<file path="src/rtl/mem_arb_pkg.sv">
// mem_arb_pkg: shared constants for the two-requester memory arbiter.
//   REQ_M0 / REQ_M1 : requester index, also used as the registered read owner bit
//   DEF_CWIDTH      : default starvation counter width
//   DEF_MAX_WAIT    : default number of denied cycles before requester 1 is forced
package mem_arb_pkg;

    localparam logic REQ_M0 = 1'b0;  // CPU core
    localparam logic REQ_M1 = 1'b1;  // DMA / debug master

    localparam int DEF_CWIDTH   = 4;
    localparam int DEF_MAX_WAIT = 3;

endpackage

</file>
<file path="src/rtl/arb2_starve.sv">
// arb2_starve: two-way fixed-priority arbiter with a starvation guard.
// Requester 0 wins contention unless requester 1 has already been denied
// MAX_WAIT consecutive cycles, in which case requester 1 is granted once.
//
// Ports:
//   clk   in  clock
//   reset in  synchronous active-high reset; forces both grants low
//   req0  in  requester 0 request (priority requester)
//   req1  in  requester 1 request
//   gnt0  out requester 0 granted this cycle (combinational)
//   gnt1  out requester 1 granted this cycle (combinational)
import mem_arb_pkg::*;

module arb2_starve #(
    parameter int CWIDTH   = DEF_CWIDTH,
    parameter int MAX_WAIT = DEF_MAX_WAIT
) (
    input  logic clk,
    input  logic reset,
    input  logic req0,
    input  logic req1,
    output logic gnt0,
    output logic gnt1
);

    localparam logic [CWIDTH-1:0] SAT = CWIDTH'(MAX_WAIT);

    // Consecutive cycles requester 1 has asked and been refused.
    logic [CWIDTH-1:0] r_cnt;
    logic              w_force1;

    assign w_force1 = (r_cnt == SAT);

    always_comb begin
        gnt0 = 1'b0;
        gnt1 = 1'b0;
        if (!reset) begin
            gnt1 = req1 && (!req0 || w_force1);
            gnt0 = req0 && !gnt1;
        end
    end

    // Counting only continues while requester 1 keeps asking and losing;
    // a grant or a withdrawn request restarts the wait from zero.
    always_ff @(posedge clk) begin
        if (reset) begin
            r_cnt <= '0;
        end else if (req1 && !gnt1) begin
            if (!w_force1) begin
                r_cnt <= r_cnt + CWIDTH'(1);
            end
        end else begin
            r_cnt <= '0;
        end
    end

endmodule

</file>
<file path="src/rtl/mem_arbiter2.sv">
// mem_arbiter2: shares one block RAM (one read port, one write port) between
// the CPU core (m0) and a DMA/debug master (m1). Each port is arbitrated on
// its own by an arb2_starve instance; this level holds the address/data
// muxes and the one-cycle read-return tracking.
//
// Handshake: a requester raises mX_rd_i / mX_wr_i with address (and write
// data) stable and keeps them until the matching mX_rready_o / mX_wready_o
// is high in the same cycle; the transfer happens on that clock edge.
// Ready is combinational from the requests and arbiter state, so a
// requester must never make its request depend on ready.
//
// Ports:
//   clk, reset                      clock, synchronous active-high reset
//   mX_raddr_i, mX_rd_i             read request from requester X
//   mX_rready_o                     read granted this cycle
//   mX_rdata_o, mX_rvalid_o         read return, one cycle after grant
//   mX_waddr_i, mX_wdata_i, mX_wr_i write request from requester X
//   mX_wready_o                     write granted this cycle
//   mem_raddr_o, mem_rd_o           RAM read port
//   mem_rdata_i                     RAM read data, one cycle after mem_rd_o
//   mem_waddr_o, mem_wdata_o, mem_wr_o  RAM write port
import mem_arb_pkg::*;

module mem_arbiter2 #(
    parameter int AWIDTH   = 16,
    parameter int DWIDTH   = 16,
    parameter int CWIDTH   = DEF_CWIDTH,
    parameter int MAX_WAIT = DEF_MAX_WAIT
) (
    input  logic              clk,
    input  logic              reset,

    input  logic [AWIDTH-1:0] m0_raddr_i,
    input  logic              m0_rd_i,
    output logic              m0_rready_o,
    output logic [DWIDTH-1:0] m0_rdata_o,
    output logic              m0_rvalid_o,
    input  logic [AWIDTH-1:0] m0_waddr_i,
    input  logic [DWIDTH-1:0] m0_wdata_i,
    input  logic              m0_wr_i,
    output logic              m0_wready_o,

    input  logic [AWIDTH-1:0] m1_raddr_i,
    input  logic              m1_rd_i,
    output logic              m1_rready_o,
    output logic [DWIDTH-1:0] m1_rdata_o,
    output logic              m1_rvalid_o,
    input  logic [AWIDTH-1:0] m1_waddr_i,
    input  logic [DWIDTH-1:0] m1_wdata_i,
    input  logic              m1_wr_i,
    output logic              m1_wready_o,

    output logic [AWIDTH-1:0] mem_raddr_o,
    output logic              mem_rd_o,
    input  logic [DWIDTH-1:0] mem_rdata_i,
    output logic [AWIDTH-1:0] mem_waddr_o,
    output logic [DWIDTH-1:0] mem_wdata_o,
    output logic              mem_wr_o
);

    logic w_rgnt0, w_rgnt1;
    logic w_wgnt0, w_wgnt1;

    // Read-return tracking: a read was granted last cycle, and by whom.
    logic r_rvalid;
    logic r_rowner;

    arb2_starve #(.CWIDTH(CWIDTH), .MAX_WAIT(MAX_WAIT)) u_rd_arb (
        .clk   (clk),
        .reset (reset),
        .req0  (m0_rd_i),
        .req1  (m1_rd_i),
        .gnt0  (w_rgnt0),
        .gnt1  (w_rgnt1)
    );

    arb2_starve #(.CWIDTH(CWIDTH), .MAX_WAIT(MAX_WAIT)) u_wr_arb (
        .clk   (clk),
        .reset (reset),
        .req0  (m0_wr_i),
        .req1  (m1_wr_i),
        .gnt0  (w_wgnt0),
        .gnt1  (w_wgnt1)
    );

    assign m0_rready_o = w_rgnt0;
    assign m1_rready_o = w_rgnt1;
    assign m0_wready_o = w_wgnt0;
    assign m1_wready_o = w_wgnt1;

    // m0 is the idle default, so only an m1 grant switches the mux.
    assign mem_raddr_o = w_rgnt1 ? m1_raddr_i : m0_raddr_i;
    assign mem_rd_o    = w_rgnt0 | w_rgnt1;
    assign mem_waddr_o = w_wgnt1 ? m1_waddr_i : m0_waddr_i;
    assign mem_wdata_o = w_wgnt1 ? m1_wdata_i : m0_wdata_i;
    assign mem_wr_o    = w_wgnt0 | w_wgnt1;

    always_ff @(posedge clk) begin
        if (reset) begin
            r_rvalid <= 1'b0;
            r_rowner <= REQ_M0;
        end else begin
            r_rvalid <= w_rgnt0 | w_rgnt1;
            r_rowner <= w_rgnt1 ? REQ_M1 : REQ_M0;
        end
    end

    // Both requesters see the RAM data; only the owner gets valid. Masking
    // with reset drops a read that was in flight when reset arrived.
    assign m0_rdata_o  = mem_rdata_i;
    assign m1_rdata_o  = mem_rdata_i;
    assign m0_rvalid_o = r_rvalid && !reset && (r_rowner == REQ_M0);
    assign m1_rvalid_o = r_rvalid && !reset && (r_rowner == REQ_M1);

endmodule

</file>
<file path="config.mk">
export PLATFORM = sky130hd
export DESIGN_NAME = mem_arbiter2
export DESIGN_NICKNAME = d
export VERILOG_FILES = /design/src/rtl/mem_arb_pkg.sv /design/src/rtl/arb2_starve.sv /design/src/rtl/mem_arbiter2.sv
export SDC_FILE = /design/constraint.sdc
export NUM_CORES = 1
export LEC_CHECK = 0
export BUFFER_PORTS_ARGS = -buffer_cell sky130_fd_sc_hd__buf_2
export CORE_AREA = 4 4 79 81
export DETAILED_ROUTE_END_ITERATION = 16
export DIE_AREA = 0 0 83 85
export PLACE_DENSITY = 0.76
export SETUP_SLACK_MARGIN = 0.05
export SYNTH_ARGS = -nofsm -noshare
export SYNTH_HDL_FRONTEND = slang
export SYNTH_SLANG_ARGS = --single-unit
</file>
<file path="constraint.sdc">
create_clock -name clk -period 2.05 [get_ports clk]
set_input_delay 0.1025 -clock clk [delete_from_list [all_inputs] [get_ports clk]]
set_output_delay 0.1025 -clock clk [all_outputs]
set_load 0.03 [all_outputs]
</file>
======== After elaboration in Yosys (flattened, before gate mapping) ========
Index checks and enable logic that the tools add are counted.
cells by class
  $add $sub $neg .......................... 2
  equal/unequal tests ..................... 2
  muxes and demuxes ....................... 8
  bitwise gates (word level) .............. 5
  reductions and logical operators ........ 20
operators with widths
  operator               number
  $mux W16               3
  $logic_and A1 B1 Y1    9
  $add A4 B1 Y4 const B  2
  $eq A4 B2 Y1 const B   2
  $logic_not A1 Y1       7
  $mux W1                5
  $reduce_or A2 Y1       2
  $not A1 Y1             3
  $logic_or A1 B1 Y1     2
  $or A1 B1 Y1           2
storage, ports and cells
  register bits ........................... 10
  bits of input ports ..................... 118
  output and inout port bits .............. 88
  word-level logic and storage cells ...... 41

======== Logic depth before layout (Yosys ltp) ========
Gate-level depths: netlist of the first run.
  depth in word-level cells ............... 8
  mapped depth ............................ 5
  depth with buffers taken out ............ 4

======== By module ========
From an unflattened synthesis of the first run, not the netlist that was laid out.
second synthesis, totals
  cell total of the unflattened synthesis .. 134
  area, all modules ....................... 1,456.4 µm²
modules (own cells, without submodules)
  module        times used  cells an instance  area an instance (µm²)  sequential area each (µm²)
  mem_arbiter2  1           94                 1,098.6                 40.0
  arb2_starve   2           20                 178.9                   80.1

======== Worst setup path before layout of the first run ========
Ideal clock, no wire load.
  kind .................................... register -> output
  start point ............................. register u_wr_arb.r_cnt[0]
  end point ............................... output port mem_wdata_o[10]
  arrival time ............................ 1.775 ns
  required time ........................... 1.947 ns
  setup slack ............................. 0.172 ns
  cell stages (with the launch flop) ...... 6
  path buffers ............................ 1
  cells stage by stage .................... dfxtp_1 ha_1 or3b_4 a21oi_4 buf_6 mux2_2
between the ends
  longest elaborated chain between the ends .. 5
RTL lines
  what                    line                text
  start, declared         arb2_starve.sv:29   logic [CWIDTH-1:0] r_cnt;
  start signal, assigned  arb2_starve.sv:50   r_cnt <= r_cnt + CWIDTH'(1);
  $eq A4 B2 Y1            arb2_starve.sv:32   assign w_force1 = (r_cnt == SAT);
  $logic_or A1 B1 Y1      arb2_starve.sv:38   gnt1 = req1 && (!req0 || w_force1);
  $logic_and A1 B1 Y1     arb2_starve.sv:38
  $mux W1                 arb2_starve.sv:37   if (!reset) begin
  via m1_wready_o         mem_arbiter2.sv:51  output logic m1_wready_o,
  $mux W16                mem_arbiter2.sv:95  assign mem_wdata_o = w_wgnt1 ? m1_wdata_i : m0_wdata_i;
  end, declared           mem_arbiter2.sv:57  output logic [DWIDTH-1:0] mem_wdata_o,
The timed path passes the listed nets, and every way through them passes these cells.

======== Worst setup path after layout of the first run ========
  start point ............................. register u_wr_arb.r_cnt[0]
  end point ............................... output port mem_wdata_o[3]
between the ends
  longest elaborated chain between the ends .. 5
RTL lines
  what                 line
  $eq A4 B2 Y1         arb2_starve.sv:32
  $logic_or A1 B1 Y1   arb2_starve.sv:38
  $logic_and A1 B1 Y1  arb2_starve.sv:38
  $mux W1              arb2_starve.sv:37
  $mux W16             mem_arbiter2.sv:95
Every way passes these cells.

==> results_dict.tcl, run 1 <==
set metrics [dict create \
    status "complete, but fails checks" \
    violations "setup timing" \
    power_density_mw_per_mm2 399.8 \
    grt_overflow 0 \
    hold_viol_final 0 \
    hold_class "primary input to flop" \
    die_h_um 85 \
    cpPeakStageDelay_ps 390 \
    grtUsageTotal 0.1512 \
    fin_area_mm2 0.002691 \
    setup_viol 41 \
    dp_hpwl_um 4018 \
    critPathTopFamily "buffers and inverters" \
    syn_nets 255 \
    drt_iter0_drc 18 \
    drc 0 \
    cts_max_path_buffers 2 \
    finClkSkew_ps 0.8719 \
    synth_edf_count 0 \
    synth_top_family_by_area "multiplexers" \
    synth.distinct_cells 21 \
    syn-cell-area_mm2 0.001340 \
    insertion_delay_ps 230 \
    antenna_found_initial 0 \
    num_rows 27 \
    synth-xor-area-share 0.02614 \
    gp_congestion 0.8115 \
    cts_inserted_buffers 3 \
    start_util 0.2449 \
    required_ps 1950 \
    yosys_warnings 0 \
    grt_max_degree 17 \
    antenna_cells 0 \
    h-tree-depth 1 \
    worst_slack_ps -146.5 \
    crit_type "flop to primary output" \
    synthSimpleGateAreaFrac 0.1083 \
    min_from "m0_rd_i" \
    fin_crit_ps 2197 \
    viasPerCell 4.427 \
    worstSetupEndpointType "primary output" \
    final_cell_mix "buf_2, buf_6, mux2_4" \
    yosys.area.top_type "mux2_2" \
    dieArea_mm2 0.007055 \
    die_w_um 83 \
    critPathArrivalTime_ps 2090 \
    core_mm2 0.005473 \
    ys.flop_type "dfxtp_1" \
    cp_num_buf_inv 3 \
    max_freq_mhz 455.3 \
    holdBufCountCts 0 \
    first_global_vias 1687 \
    nFillCells 479 \
    avgSynthCellArea_um2 9.926 \
    path_clk_slew_ps 50 \
    cts_tree "built" \
    yosys-top-cells-area "mux2_2, buf_4, dfxtp_1" \
    synth_compound_area_frac 0.03828 \
    crit_top_cell "buf_6" \
    ys_seq_area_frac 0.1494 \
    worst_pin_slew_ps 322.7 \
    synth_top_area_share 0.3277 \
    crit_fanout 8 \
    cp_slowest_cell "or3b_4" \
    worstReg2RegStart "u_rd_arb.r_cnt[1]$_SDFFE_PP0N_" \
    area_growth_pct 100.8 \
    fin_crit_sh 1.071 \
    wl_um 6052 \
    maxCapViolations 0 \
    post_dp_cell_area_mm2 0.001958 \
    synthCells 135 \
    io_pins 206 \
    ys_ff_latch 10 \
    root_buffer "clkbuf_8" \
    final_cell_count_no_fill 349 \
    vias 1545 \
    firstDrtPassIters 4 \
    slew_headroom 0.7834 \
    drv_slew 0 \
    dp.cells 329 \
    antenna_left 0 \
    crit_path_cell_trace "ha_2 -> or3b_4 -> a21oi_4 -> buf_6 -> clkbuf_16 -> mux2_4 -> buf_6" \
    synth_adder_area_share 0.01867 \
    grt_pass1_wl_um 8680 \
    synth.area.mux_share 0.4286 \
    ir_drop_uv 173.8 \
    p_leak_nw 1.390 \
    wire_per_inst_um 17.34 \
    final_nets 398 \
    final_layout_size_suffix_gt1_frac 0.8628 \
    critPathLaunch "u_wr_arb.r_cnt[0]$_SDFFE_PP0N_" \
    cts.sinks 10 \
    port_buffers 157 \
    async_reset_ff_frac 0 \
    worstSetupStartpointType "flop" \
    rsz0062_at_grt "yes" \
    final_common_cell "buf_2" \
]
-- final cells by class --
type,count,area (um^2),share of cell area
Sequential cell,10,207.7,0.07717
Timing Repair Buffer,175,1358,0.5044
Multi-Input combinational cell,85,969.7,0.3603
Tap cell,72,90.09,0.03347
Clock buffer,4,55.05,0.02046
Inverter,3,11.26,0.004184
-- cell usage after synthesis (all sizes together) (3+ instances only) --
master  instances
mux2           48
buf            36
nor2           14
dfxtp          10
a21oi           4
or3b            4
inv             3
nand2b          3
-- layer usage --
layer | part of all wire | GRT usage | up-vias
met4 | 0.021 | 0.03715 | 0
met5 | 0 | 0 | -
li1 | - | - | 718
met1 | 0.32 | 0.1377 | 720
met3 | 0.096 | 0.06990 | 14
met2 | 0.56 | 0.3010 | 93
-- logic make-up (layout without fill, tap and decap cells) --
kind of cell    after synthesis  in the layout
xor+xnor                      4              4
flops                        10             10
buf+inv                      40            182
compound gates                5              5
fa+ha+maj                     2              2
simple gates                 26             26
mux                          48             48
-- power breakdown --
group | total, mW | switching, mW | internal [mW]
Sequential | 0.201 | 0.00299 | 0.198
Combinational | 0.634 | 0.299 | 0.335
Clock | 0.241 | 0.0723 | 0.168
Total | 1.08 | 0.374 | 0.702
-- sequential cells by signal, summed over array words and instances, names as in the netlist --
signal          flops
u_wr_arb.r_cnt      4
r_rvalid            1
r_rowner            1
u_rd_arb.r_cnt      4
-- worst paths after layout --
path / endpoint / slack [ps] / cells after the start
min: r_rowner$_SDFF_PP0_ / 130 / 2
max reg2reg: u_rd_arb.r_cnt[0]$_SDFFE_PP0N_ / 520 / 5
max: mem_wdata_o[3] / -150 / 7
min reg2reg: u_wr_arb.r_cnt[0]$_SDFFE_PP0N_ / 510 / 2
-- per-stage QoR --
| stage | setup slack (ps) | total power, mW | utilization | setup TNS [ps] | hold WS [ps] |
|---|---|---|---|---|---|
| after CTS | -140.1 | 1.055 | 0.4739 | -4050 | 124.2 |
| final | -146.5 | 1.076 | 0.4918 | -3715 | 126.5 |
| after global routing | -205.2 | 1.125 | 0.4918 | -6124 | 135.1 |
| after floorplan | 172.0 | 0.6043 | - | 0 | 194.4 |
| after detailed placement | 45.63 | 0.6610 | 0.3578 | 0 | 205.3 |
| after global placement | 113.1 | 0.6539 | 0.3578 | 0 | 205.3 |
-- timing repair --
action | 4_1_cts | 5_1_grt
setup endpoints to repair | 48 | 48
endpoints found under the hold margin | 0 | 0
gates cloned | 5 | 1
resized for setup | 122 | 34
pin swaps | 4 | 4
buffers inserted | 8 | 4
(Power assumes the default switching activity.)
==> inputs of run 2 (changes only) <==
--- a/config.mk
+++ b/config.mk
@@ -9,7 +9,7 @@
 export CORE_AREA = 4 4 79 81
 export DETAILED_ROUTE_END_ITERATION = 16
 export DIE_AREA = 0 0 83 85
-export PLACE_DENSITY = 0.76
+export PLACE_DENSITY = 0.79
 export SETUP_SLACK_MARGIN = 0.05
 export SYNTH_ARGS = -nofsm -noshare
 export SYNTH_HDL_FRONTEND = slang
==> constraint.sdc (replaced) <==
create_clock -name clk -period 2 [get_ports clk]
set_input_delay 0.1 -clock clk [delete_from_list [all_inputs] [get_ports clk]]
set_output_delay 0.1 -clock clk [all_outputs]
set_load 0.03 [all_outputs]
==> results_dict.tcl, run 2 (synthesis gave the netlist of run 1 again) <==
set metrics [dict create \
    die_w_um 83 \
    setup_viol 48 \
    first_global_vias 1717 \
    cts_inserted_buffers 3 \
    rsz0062_at_grt "yes" \
    worstSetupEndpointType "primary output" \
    viasPerCell 4.399 \
    cp_slowest_cell "or3b_4" \
    worstSetupStartpointType "flop" \
    grt_pass1_wl_um 9080 \
    grt_max_degree 10 \
    fin_crit_ps 2163 \
    final_common_cell "buf_2" \
    finClkSkew_ps 1.798 \
    cpPeakStageDelay_ps 390 \
    antenna_left 0 \
    dp_hpwl_um 4090 \
    antenna_found_initial 0 \
    critPathArrivalTime_ps 2060 \
    num_rows 27 \
    port_buffers 157 \
    fin_area_mm2 0.002674 \
    start_util 0.2449 \
    firstDrtPassIters 4 \
    cts_tree "built" \
    hold_class "primary input to flop" \
    dieArea_mm2 0.007055 \
    h-tree-depth 1 \
    crit_fanout 8 \
    root_buffer "clkbuf_8" \
    crit_type "flop to primary output" \
    wire_per_inst_um 17.50 \
    final_nets 396 \
    grtUsageTotal 0.1579 \
    post_dp_cell_area_mm2 0.001958 \
    met2_usage 0.2996 \
    area_growth_pct 99.53 \
    final_cell_mix "buf_2, buf_6, mux2_4" \
    p_leak_nw 1.390 \
    wl_um 6055 \
    drv_slew 0 \
    busiest_layer "met2" \
    max_freq_mhz 462.4 \
    dp_slack_ps 8.378 \
    p_sw_uw 386.2 \
    power.share.sequential 0.195 \
    drt_iter0_drc 32 \
    violations "setup timing" \
    final_layout_size_suffix_gt1_frac 0.8613 \
    required_ps 1900 \
    ir_drop_uv 395.1 \
    pwr-share-comb 0.614 \
    fin_crit_sh 1.081 \
    swShare 0.3624 \
    cts_max_path_buffers 2 \
    grt_overflow 0 \
    vias 1522 \
    cp_num_buf_inv 3 \
    drc 0 \
    cts.sinks 10 \
    insertion_delay_ps 230 \
    critPathTopFamily "buffers and inverters" \
    nFillCells 508 \
    crit_path_cell_trace "ha_4 -> or3b_4 -> a21oi_4 -> buf_12 -> buf_16 -> mux2_4 -> buf_6" \
    status "complete, but fails checks" \
    io_pins 206 \
    seq_area_um2 205.2 \
    clock_power_share 0.192 \
    die_h_um 85 \
    antenna_cells 0 \
    core_mm2 0.005473 \
    worst_slack_ps -162.7 \
    gp_congestion 0.8422 \
    use_met1 0.1574 \
    grt_use_met3 0.06408 \
    path_clk_slew_ps 50 \
    cell_internal_pwr_uw 679.4 \
    hold_viol_final 0 \
    multiInputGateArea_mm2 0.001002 \
    slew_headroom 0.8518 \
    maxCapViolations 0 \
    reg.largest.list "u_rd_arb.r_cnt x4, u_wr_arb.r_cnt x4" \
    power_density_mw_per_mm2 398.5 \
    worst_pin_slew_ps 221.9 \
]
[run 2: layout make-up]
class                           count  area share
Multi-Input combinational cell     85      0.3748
Inverter                            3    0.004212
Timing Repair Buffer              173      0.4951
Clock buffer                        3     0.01544
Sequential cell                    10     0.07674
Tap cell                           72     0.03369
[run 2: path summary, 6_finish.rpt]
| path | from | to | slack (ps) | cells past startpoint |
|---|---|---|---|---|
| worst max register to register | u_wr_arb.r_cnt[0]$_SDFFE_PP0N_ | u_wr_arb.r_cnt[2]$_SDFFE_PP0N_ | 440 | 6 |
| worst max-delay path | u_wr_arb.r_cnt[0]$_SDFFE_PP0N_ | mem_wdata_o[5] | -160 | 7 |
| worst min register to register | u_rd_arb.r_cnt[0]$_SDFFE_PP0N_ | u_rd_arb.r_cnt[0]$_SDFFE_PP0N_ | 530 | 2 |
| worst min-delay path | m0_rd_i | r_rowner$_SDFF_PP0_ | 140 | 2 |
[run 2: worst reg2reg max path: stages (launching register included)]
cell,delay (ps)
dfxtp_2,330
ha_4,150
buf_4,120
buf_4,120
nor3b_1,140
or3b_2,510
nor2_1,110
[run 2: stage by stage]
step	setup TNS [ps]	total power, mW	utilization	instances	hold WS, ps
global route	-8771	1.118	0.4886	346	151.7
detailed placement	0	0.6808	0.3578	329	200.3
global placement	0	0.6728	0.3578	329	200.3
finish	-5358	1.066	0.4886	346	135.2
floorplan	0	0.6194	-	135	191.9
CTS	-5973	1.070	0.4938	347	132.2
[run 2: per-layer routing]
layer,vias up,share of wire
li1,720,-
met1,689,0.33
met2,99,0.54
met3,14,0.10
met4,0,0.019
met5,-,0
[run 2: timing repair]
| item | CTS | global route |
|---|---|---|
| pin swaps | 4 | 3 |
| gates cloned | 5 | 1 |
| endpoints found under the setup margin | 48 | 50 |
| setup buffers | 10 | 2 |
| gates resized for setup | 150 | 3 |
| hold buffers | 0 | 0 |
[run 2: power groups by stage]
stage,combinational (mW),sequential [mW],clock [mW]
2_1_floorplan,0.410,0.210,0
3_3_place_gp,0.463,0.210,0
4_1_cts,0.656,0.207,0.207
6_report,0.654,0.208,0.204
3_5_place_dp,0.471,0.210,0
5_1_grt,0.684,0.208,0.226
